===== config.mk =====
export PLATFORM = sky130hd
export DESIGN_NAME = trap_controller
export DESIGN_NICKNAME = d
export VERILOG_FILES = /design/src/rtl/trap_pkg.sv /design/src/rtl/irq_priority_encoder.sv /design/src/rtl/trap_controller.sv
export SDC_FILE = /design/constraint.sdc
export NUM_CORES = 1
export LEC_CHECK = 0
export CAP_MARGIN = 10
export CORE_AREA = 2 2 278 280
export CTS_CLUSTER_SIZE = 10
export DETAILED_ROUTE_END_ITERATION = 7
export DIE_AREA = 0 0 280 282
export PLACE_DENSITY_LB_ADDON = 0.12
export SLEW_MARGIN = 10
export SYNTH_ARGS = -nofsm -noshare
export SYNTH_HDL_FRONTEND = slang
export SYNTH_HIERARCHICAL = 1
export SYNTH_SLANG_ARGS = --single-unit

===== constraint.sdc =====
create_clock -name clk -period 3.3 [get_ports clk]
set_clock_uncertainty 0.05 [all_clocks]
set_input_delay 0.66 -clock clk [delete_from_list [all_inputs] [get_ports clk]]
set_output_delay 0.66 -clock clk [all_outputs]
set_load 0.05 [all_outputs]

===== src/rtl/trap_pkg.sv =====
// Shared types and constants for the trap controller.
//   trap_state_t : FSM states of the trap sequencer
//   IRQ_* / EXC_*: architectural cause codes referenced by the design
//   MSTATUS_MIE  : bit position of the global machine interrupt enable
package trap_pkg;

    typedef enum logic [2:0] {
        IDLE,
        DRAIN,
        ENTER,
        REDIRECT,
        RET
    } trap_state_t;

    localparam logic [3:0] IRQ_MSI     = 4'd3;
    localparam logic [3:0] IRQ_MTI     = 4'd7;
    localparam logic [3:0] IRQ_MEI     = 4'd11;
    localparam logic [3:0] EXC_ECALL_M = 4'd11;
    localparam logic [3:0] EXC_ILLEGAL = 4'd2;

    localparam int MSTATUS_MIE = 3;

endpackage


===== src/rtl/irq_priority_encoder.sv =====
// Fixed-priority interrupt selector.
//   mask_i  : pending & enabled interrupt lines, bit i = cause i
//   valid_o : at least one line set
//   cause_o : winning cause; 11 > 3 > 7, then remaining bits lowest index first
module irq_priority_encoder
    import trap_pkg::*;
(
    input  logic [15:0] mask_i,
    output logic        valid_o,
    output logic [3:0]  cause_o
);

    always_comb begin
        valid_o = |mask_i;
        cause_o = 4'd0;
        // Descending scan so the lowest ordinary index is the last to win.
        for (int i = 15; i >= 0; i--) begin
            if (mask_i[i] && (4'(i) != IRQ_MSI) && (4'(i) != IRQ_MTI) && (4'(i) != IRQ_MEI))
                cause_o = 4'(i);
        end
        // The three standard machine interrupts override in reverse priority order.
        if (mask_i[IRQ_MTI]) cause_o = IRQ_MTI;
        if (mask_i[IRQ_MSI]) cause_o = IRQ_MSI;
        if (mask_i[IRQ_MEI]) cause_o = IRQ_MEI;
    end

endmodule


===== src/rtl/trap_controller.sv =====
// Trap entry / MRET sequencer for the in-order core.
// Inputs : exception report (excValid/excCode/excPc/excTval), commitPc,
//          mretValid, irqLevel, CSR views (mieReg, mstatus, mtvec, mepcCsr),
//          currentMode, pipeEmpty.
// Outputs: one-hot trapTrigger, trapReturn, mepc/mcause/mtval write strobes
//          and data, flushReq, redirectValid/redirectPc, registered mipOut.
// All outputs are registered; each is computed from the state being entered,
// so it is visible for exactly the cycles the FSM spends in that state.
module trap_controller
    import trap_pkg::*;
#(
    parameter int N         = 64,
    parameter int DRAIN_MAX = 8
) (
    input  logic         clk,
    input  logic         reset,
    input  logic         excValid,
    input  logic [3:0]   excCode,
    input  logic [N-1:0] excPc,
    input  logic [N-1:0] excTval,
    input  logic [N-1:0] commitPc,
    input  logic         mretValid,
    input  logic [15:0]  irqLevel,
    input  logic [15:0]  mieReg,
    input  logic [N-1:0] mstatus,
    input  logic [1:0]   currentMode,
    input  logic [N-1:0] mtvec,
    input  logic [N-1:0] mepcCsr,
    input  logic         pipeEmpty,
    output logic [15:0]  trapTrigger,
    output logic         trapReturn,
    output logic         mepcWe,
    output logic         mcauseWe,
    output logic         mtvalWe,
    output logic [N-1:0] mepcOut,
    output logic [N-1:0] mcauseOut,
    output logic [N-1:0] mtvalOut,
    output logic         flushReq,
    output logic         redirectValid,
    output logic [N-1:0] redirectPc,
    output logic [15:0]  mipOut
);

    localparam int WDW = (DRAIN_MAX > 1) ? $clog2(DRAIN_MAX) : 1;

    trap_state_t    state_q, state_d;
    logic [3:0]     cause_q, cause_d;
    logic [N-1:0]   pc_q, pc_d;
    logic [N-1:0]   tval_q, tval_d;
    logic           isirq_q, isirq_d;
    logic [WDW-1:0] wd_q, wd_d;

    logic           irq_valid;
    logic [3:0]     irq_cause;
    logic           irq_take;
    logic [N-1:0]   vec_pc;

    // Only MIE is consumed from mstatus.
    logic unused_mstatus;
    assign unused_mstatus = ^{mstatus[N-1:MSTATUS_MIE+1], mstatus[MSTATUS_MIE-1:0]};

    irq_priority_encoder u_prio (
        .mask_i  (mipOut & mieReg),
        .valid_o (irq_valid),
        .cause_o (irq_cause)
    );

    // Machine-mode code is only interruptible with MIE set.
    assign irq_take = irq_valid && ((currentMode != 2'b11) || mstatus[MSTATUS_MIE]);

    // Vectored offset only for interrupts in mode 1; modes 2/3 fall back to direct.
    assign vec_pc = {mtvec[N-1:2], 2'b00}
                  + (((mtvec[1:0] == 2'b01) && isirq_q) ? {{(N-6){1'b0}}, cause_q, 2'b00} : '0);

    always_comb begin
        state_d = state_q;
        cause_d = cause_q;
        pc_d    = pc_q;
        tval_d  = tval_q;
        isirq_d = isirq_q;
        wd_d    = wd_q;
        unique case (state_q)
            IDLE: begin
                if (excValid) begin
                    // Commit has already squashed the faulting op: no drain needed.
                    cause_d = excCode;
                    pc_d    = excPc;
                    tval_d  = excTval;
                    isirq_d = 1'b0;
                    state_d = ENTER;
                end else if (mretValid) begin
                    state_d = RET;
                end else if (irq_take) begin
                    cause_d = irq_cause;
                    pc_d    = commitPc;
                    tval_d  = '0;
                    isirq_d = 1'b1;
                    wd_d    = '0;
                    state_d = DRAIN;
                end
            end
            DRAIN: begin
                if (excValid) begin
                    // A late exception displaces the pending interrupt.
                    cause_d = excCode;
                    pc_d    = excPc;
                    tval_d  = excTval;
                    isirq_d = 1'b0;
                    state_d = ENTER;
                end else if (pipeEmpty || (wd_q == WDW'(DRAIN_MAX - 1))) begin
                    state_d = ENTER;
                end else begin
                    wd_d = wd_q + 1'b1;
                end
            end
            ENTER:    state_d = REDIRECT;
            REDIRECT: state_d = IDLE;
            RET:      state_d = IDLE;
            default:  state_d = IDLE;
        endcase
    end

    always_ff @(posedge clk or negedge reset) begin
        if (!reset) begin
            state_q       <= IDLE;
            cause_q       <= '0;
            pc_q          <= '0;
            tval_q        <= '0;
            isirq_q       <= 1'b0;
            wd_q          <= '0;
            mipOut        <= '0;
            trapTrigger   <= '0;
            trapReturn    <= 1'b0;
            mepcWe        <= 1'b0;
            mcauseWe      <= 1'b0;
            mtvalWe       <= 1'b0;
            mepcOut       <= '0;
            mcauseOut     <= '0;
            mtvalOut      <= '0;
            flushReq      <= 1'b0;
            redirectValid <= 1'b0;
            redirectPc    <= '0;
        end else begin
            state_q       <= state_d;
            cause_q       <= cause_d;
            pc_q          <= pc_d;
            tval_q        <= tval_d;
            isirq_q       <= isirq_d;
            wd_q          <= wd_d;
            mipOut        <= irqLevel;
            trapTrigger   <= '0;
            trapReturn    <= 1'b0;
            mepcWe        <= 1'b0;
            mcauseWe      <= 1'b0;
            mtvalWe       <= 1'b0;
            mepcOut       <= '0;
            mcauseOut     <= '0;
            mtvalOut      <= '0;
            flushReq      <= 1'b0;
            redirectValid <= 1'b0;
            redirectPc    <= '0;
            unique case (state_d)
                DRAIN: flushReq <= 1'b1;
                ENTER: begin
                    trapTrigger <= 16'b1 << cause_d;
                    mepcWe      <= 1'b1;
                    mcauseWe    <= 1'b1;
                    mtvalWe     <= 1'b1;
                    mepcOut     <= {pc_d[N-1:2], 2'b00};
                    mcauseOut   <= {isirq_d, {(N-5){1'b0}}, cause_d};
                    mtvalOut    <= isirq_d ? '0 : tval_d;
                    flushReq    <= 1'b1;
                end
                REDIRECT: begin
                    redirectValid <= 1'b1;
                    redirectPc    <= vec_pc;
                end
                RET: begin
                    trapReturn    <= 1'b1;
                    redirectValid <= 1'b1;
                    redirectPc    <= mepcCsr;
                    flushReq      <= 1'b1;
                end
                default: ;
            endcase
        end
    end

endmodule

* Yosys cells after proc, flatten, opt, wreduce, memory -nomap -nowiden
Cells that the tools add are included.
** Word-level totals
- Register bits :: 429
- Input port bits :: 427
- Output and inout bits :: 294
- Word-level logic and storage cells :: 103
** Operators by class
- Add/sub/neg operators :: 2
- Eq/ne operators :: 14
- Shifts and indexed selects :: 1
- Multiplexer cells :: 59
- Bitwise gates (word level) :: 1
- Reduce and logical (&&, ||, !) cells :: 10
** Operator list (number)
- 64-bit 2-to-1 mux :: 12
- 64-bit one-hot mux with 2 select lines :: 3
- 4-bit 2-to-1 mux :: 20
- 64-bit by 6-bit adder with 64-bit output :: 1
- 3-bit 2-to-1 mux :: 10
- 16-bit bitwise AND :: 1
- 16-bit 2-to-1 mux :: 1
- 16-bit OR reduction :: 1
- 1-bit by 4-bit << shifter with 16-bit output, first input constant :: 1
- 2-bit != test, second input constant :: 6
- 3-bit by 2-bit == test with 1-bit output, second input constant :: 3
- 3-bit one-hot mux with 3 select lines :: 1
- 1-bit 2-to-1 mux :: 8
- 4-bit one-hot mux with 2 select lines :: 1
- 3-bit by 1-bit == test with 1-bit output, second input constant :: 2
- 3-bit == test, second input constant :: 2
- 6-bit 2-to-1 mux :: 1
- 3-bit one-hot mux with 2 select lines :: 1
- 6-bit AND reduction :: 1
- 3-bit by 1-bit adder with 3-bit output, second input constant :: 1
- 3-bit zero test :: 1
- 3-bit OR reduction :: 1
- 2-bit by 1-bit == test with 1-bit output, second input constant :: 1
- 1-bit logical AND :: 2
- other kinds (4) :: 5

* Depth between registers and ports, before layout
Gate-level depths: netlist of run 1.
- Word-level depth :: 23
- Gate-level depth with buffers :: 13
- Mapped depth without buffers :: 11

* Modules after synthesis
The synthesis of run 1 kept the hierarchy.
** By module, submodules not included
- trap_controller :: times used 1, cells each 1330, area each 15026.9 um2, seq. area each 9208.8 um2
- irq_priority_encoder :: times used 1, cells each 30, area each 172.7 um2, seq. area each 0.0 um2

* Worst setup path after synthesis of run 1
OpenSTA, ideal clock, no wires.
- Kind :: input -> register
- From :: in mtvec[1]
- To :: reg redirectPc[44]
- Setup time :: 0.083 ns
- Data arrival time :: 2.876 ns
- Data required time :: 3.167 ns
- Slack :: 0.291 ns
- Stages on the path :: 12
- Buffers on the path :: 1
- Cell sequence :: and3b_1 > and2_1 > ha_1 > inv_1 > fa_1 > nor2b_1 > o31ai_1 > nor4_2 > buf_4 > nand3_1 > xor2_1 > o21ai_0
** Between the ends
- Longest elaborated chain between the ends :: 5
** Ends and longest elaborated chain
- start, declared :: line trap_controller.sv:27 : input logic [N-1:0] mtvec,
- 2-bit by 1-bit == test with 1-bit output :: line trap_controller.sv:73 : + (((mtvec[1:0] == 2'b01) && isirq_q) ? {{(N-6){1'b0}}, cause_q, 2'b00} : '0);
- 1-bit logical AND :: line trap_controller.sv:73
- 6-bit 2-to-1 mux :: line trap_controller.sv:73
- 64-bit by 6-bit adder with 64-bit output :: line trap_controller.sv:73
- 64-bit one-hot mux with 2 select lines :: line trap_controller.sv:162 : unique case (state_d)
- end signal, assigned :: line trap_controller.sv:176 : redirectPc <= vec_pc;
- end signal, assigned :: line trap_controller.sv:181 : redirectPc <= mepcCsr;
- end, declared :: line trap_controller.sv:40 : output logic [N-1:0] redirectPc,
No other way between the ends.
A chain may end at the register's enable or synchronous reset.

* Worst setup path in the final report of run 1
- From :: in mtvec[0]
- To :: reg redirectPc[48]
The elaborated chain is that of the path after synthesis.

==> impl_results.md, run 1 <==
* Nets at 2440
* Reg clk slew, reported paths at 0.06 ns
* Status: completed
* WP buf/inv at 4
* Crit path depth at 14
* EDFF count, synth at 0
* Synth area leaders: dfrtp_1, o22ai_1, a22o_1, and2_1, buf_4
* Initial Util at 0.201
* Post-synth top area cell: dfrtp_1
* Share of flip-flops with an asynchronous set or reset at 1.00
* Initial antenna violation count at 17
* Worst r2r src: isirq_q
* Reg2reg end: redirectPc[48]
* Die Width at 280 µm
* Top cell type's share of synthesized area at 0.606
* Max VDD drop at 0.000380 V
* Worst setup endpoint: redirectPc[48]
* YS warnings at 6
* Critical Path Start: mtvec[0]
* Total CTS buffers at 47
* Routed vias at 12.9k
* Vias in the first global route at 13.9k
* Global Route Usage Sum at 0.157
* Starting DRT DRC Count at 501
* WP data arrival at 3.48 ns
* Mean post-synth cell area at 11.2 µm²
* Pre-antenna DRT Iters at 4
* Unrepaired setup endpoints after global routing: false
* DR vias/cell at 4.27
* Chip height at 282 µm
* Filler cell count at 7763
* Yosys reg bits at 368
* Slew Viols, Final at 0
* Setup slack, reg-to-reg at 0.34 ns
* Most used DFF post-synth: dfrtp_1
* P&R area growth vs syn at 60.0%
* Req. time, crit path at 3.74 ns
* CTS root buf: clkbuf_16
* CTS tree: built
* IO Pins at 721
* Achievable Freq at 328 MHz
* Slowest cell on the critical path: clkdlybuf4s50_1
* Tmin final at 3.04 ns
* Final wirelength at 64.1 mm
* Slew at the pin with the worst max-slew slack at 0.864 ns
* Lkg Pwr at 10.4 nW
* Largest net degree at the start of global routing at 87
* Post-DP HPWL at 46.2 mm
* Die Area at 79000 µm²
* CP Cell Sequence: clkdlybuf4s50_1, and3b_2, and2_1, ha_1, inv_1, fa_1, nor2b_1, o31ai_1, nor4_4, buf_12, buf_4, nand3_1, xor2_1, o21ai_0
* Std-Cell Rows at 101
* Crit-path max FO at 8
* Cell area after synthesis at 15200 µm²
* Setup violators final at 0
* Final Wtd Congestion at 0.781
* CTS max path bufs at 3
* Drc violations at 0
* H-tree Lvls at 2
* Final hold vios at 0
* Buffers on Ports at 592
* Setup CP Type: input pin to register
* Core Area at 75700 µm²
* Max cap viols at 0
* Cell family with most CP delay: simple AND/OR/NAND/NOR gates
* Reg2Reg Depth at 13
* Post-route setup TNS at 0 ns
* Register area share after synthesis at 0.606
* Layout cells sized above 1 at 0.0925
* Commonest cells post-synth: dfrtp_1, o22ai_1, nand2_1, and2_1, and3_1
* Startpoint Class: input pin
* Pwr Total at 21.1 mW
* HP Class: register to register
* Slew headroom at 0.424
* Netlist cell types at 59
* Clk sinks at 368
* Count leader, synth: dfrtp_1
* Post-synthesis cell count at 1360
* Power per cell area at 869 nW/µm²
* Delay of the slowest cell on the worst path at 0.45 ns
* WL/cell at 21.2 µm
* Fin crit share at 0.923
* Worst setup EP type: register
* Global route overflow at 0
* Insertion delay to the later sink of the worst-skew pair at 0.59 ns
* Antenna viol nets, final at 0
* Global-route wire length before repair at 92.9 mm
## cell type report
| type | instances | area (µm²) | area share |
|---|---|---|---|
| inverter | 15 | 57.6 | 0.00237 |
| antenna | 11 | 27.5 | 0.00113 |
| clock buffer | 67 | 1320 | 0.0543 |
| clock inverter | 8 | 123 | 0.00504 |
| multi-input combinational | 885 | 5380 | 0.221 |
| sequential | 368 | 9210 | 0.379 |
| timing repair buffer | 689 | 6970 | 0.287 |
| tap | 978 | 1220 | 0.0503 |
## worst register-to-register path, stage by stage, from the launching register on
cell and delay (ns):
dfrtp_1 0.40, and3b_2 0.33, and2_1 0.18, ha_1 0.16
inv_1 0.06, fa_1 0.39, nor2b_1 0.19, o31ai_1 0.14
nor4_4 0.25, buf_12 0.18, buf_4 0.13, nand3_1 0.09
xor2_1 0.15, o21ai_0 0.15
## kinds of logic (layout without fill, tap and decap cells)
kind of cell	after synthesis	after routing	share of synthesized area
buffers and inverters	167	779	0.0592
other	1	72	0.000247
adders and majority gates	7	7	0.00626
xor gates and xnor gates	60	60	0.0346
muxes	1	1	0.000741
AOI/OAI and AO/OA	349	349	0.146
DFF	368	368	0.606
and+or+nand+nor	407	407	0.147
## cell usage in the layout (no fill, tap or decap), types with 11 or more instances in the layout
master / count
a21oi_1: 69
clkbuf_16: 47
and2_1: 88
clkdlybuf4s50_1: 591
conb_1: 61
nor2_1: 48
inv_1: 13
dfrtp_1: 368
xnor2_1: 23
buf_12: 25
xor2_1: 37
a22o_1: 66
nand2_1: 93
nand3_1: 29
o22ai_1: 129
o21ai_1: 13
and3_1: 71
o21ai_0: 54
nand4_1: 22
clkbuf_1: 13
buf_4: 71
diode_2: 11
## power by group
part | switching (mW) | internal (mW)
Clock | 2.09 | 2.85
Sequential | 0.615 | 6.07
Combinational | 6.04 | 3.46
Total | 8.75 | 12.4
## registers in the layout, summed over array words and instances, names as in the netlist
signal         flops
isirq_q            1
state_q            3
trapTrigger       16
mcauseOut          5
redirectPc        64
flushReq           1
tval_q            64
redirectValid      1
mtvalWe            1
mipOut            16
cause_q            4
pc_q              62
wd_q               3
mtvalOut          64
mepcOut           62
trapReturn         1
## worst min-delay path by stage
stage / startpoint / end / slack (ns) / cells after the start
2_1_floorplan: reset / cause_q[0] / 0.31 / 0
3_3_place_gp: pc_q[17] / pc_q[17] / 0.42 / 2
3_5_place_dp: tval_q[7] / tval_q[7] / 0.43 / 1
4_1_cts: irqLevel[1] / mipOut[1] / 0.43 / 1
5_1_grt: irqLevel[11] / mipOut[11] / 0.44 / 1
6_report: tval_q[31] / tval_q[31] / 0.45 / 1
## timing repair
| action | 4_1_cts | 5_1_grt |
|---|---|---|
| hold buffers | 1 | 0 |
| setup endpoints to repair | 0 | 15 |
| setup buffers | 0 | 0 |
| gates resized for setup | 0 | 1 |
| hold endpoints to repair | 41 | 0 |
## metrics by stage
step	util	hold WS (ns)	instance area (µm²)	setup slack, ns	std cells
after floorplan	-	0.314	15400	0.291	1420
after global placement	0.302	0.425	22800	-0.550	2934
after detailed placement	0.302	0.431	22800	-0.594	2934
after CTS	0.321	0.425	24300	0.0341	3010
after global routing	0.321	0.442	24300	0.0280	3018
final	0.321	0.445	24300	0.255	3021
## metal layers
| metal | track usage | share of wire | vias up |
|---|---|---|---|
| met1 | 0.179 | 0.39 | 6390 |
| met3 | 0.0587 | 0.087 | 92 |
| met4 | 0.0529 | 0.024 | 12 |
| met2 | 0.271 | 0.50 | 415 |
| li1 | - | - | 6005 |
| met5 | 0 | 0.0014 | - |
No activity file was read; power rests on OpenSTA's default activity.
==> run 2: changes to the inputs <==
--- a/config.mk
+++ b/config.mk
@@ -5,7 +5,7 @@
 export SDC_FILE = /design/constraint.sdc
 export NUM_CORES = 1
 export LEC_CHECK = 0
-export CAP_MARGIN = 10
+export CAP_MARGIN = 5
 export CORE_AREA = 2 2 278 280
 export CTS_CLUSTER_SIZE = 10
 export DETAILED_ROUTE_END_ITERATION = 7
==> results of run 2 <==
The final DEF is identical to that of run 1; final timing and power are the same.
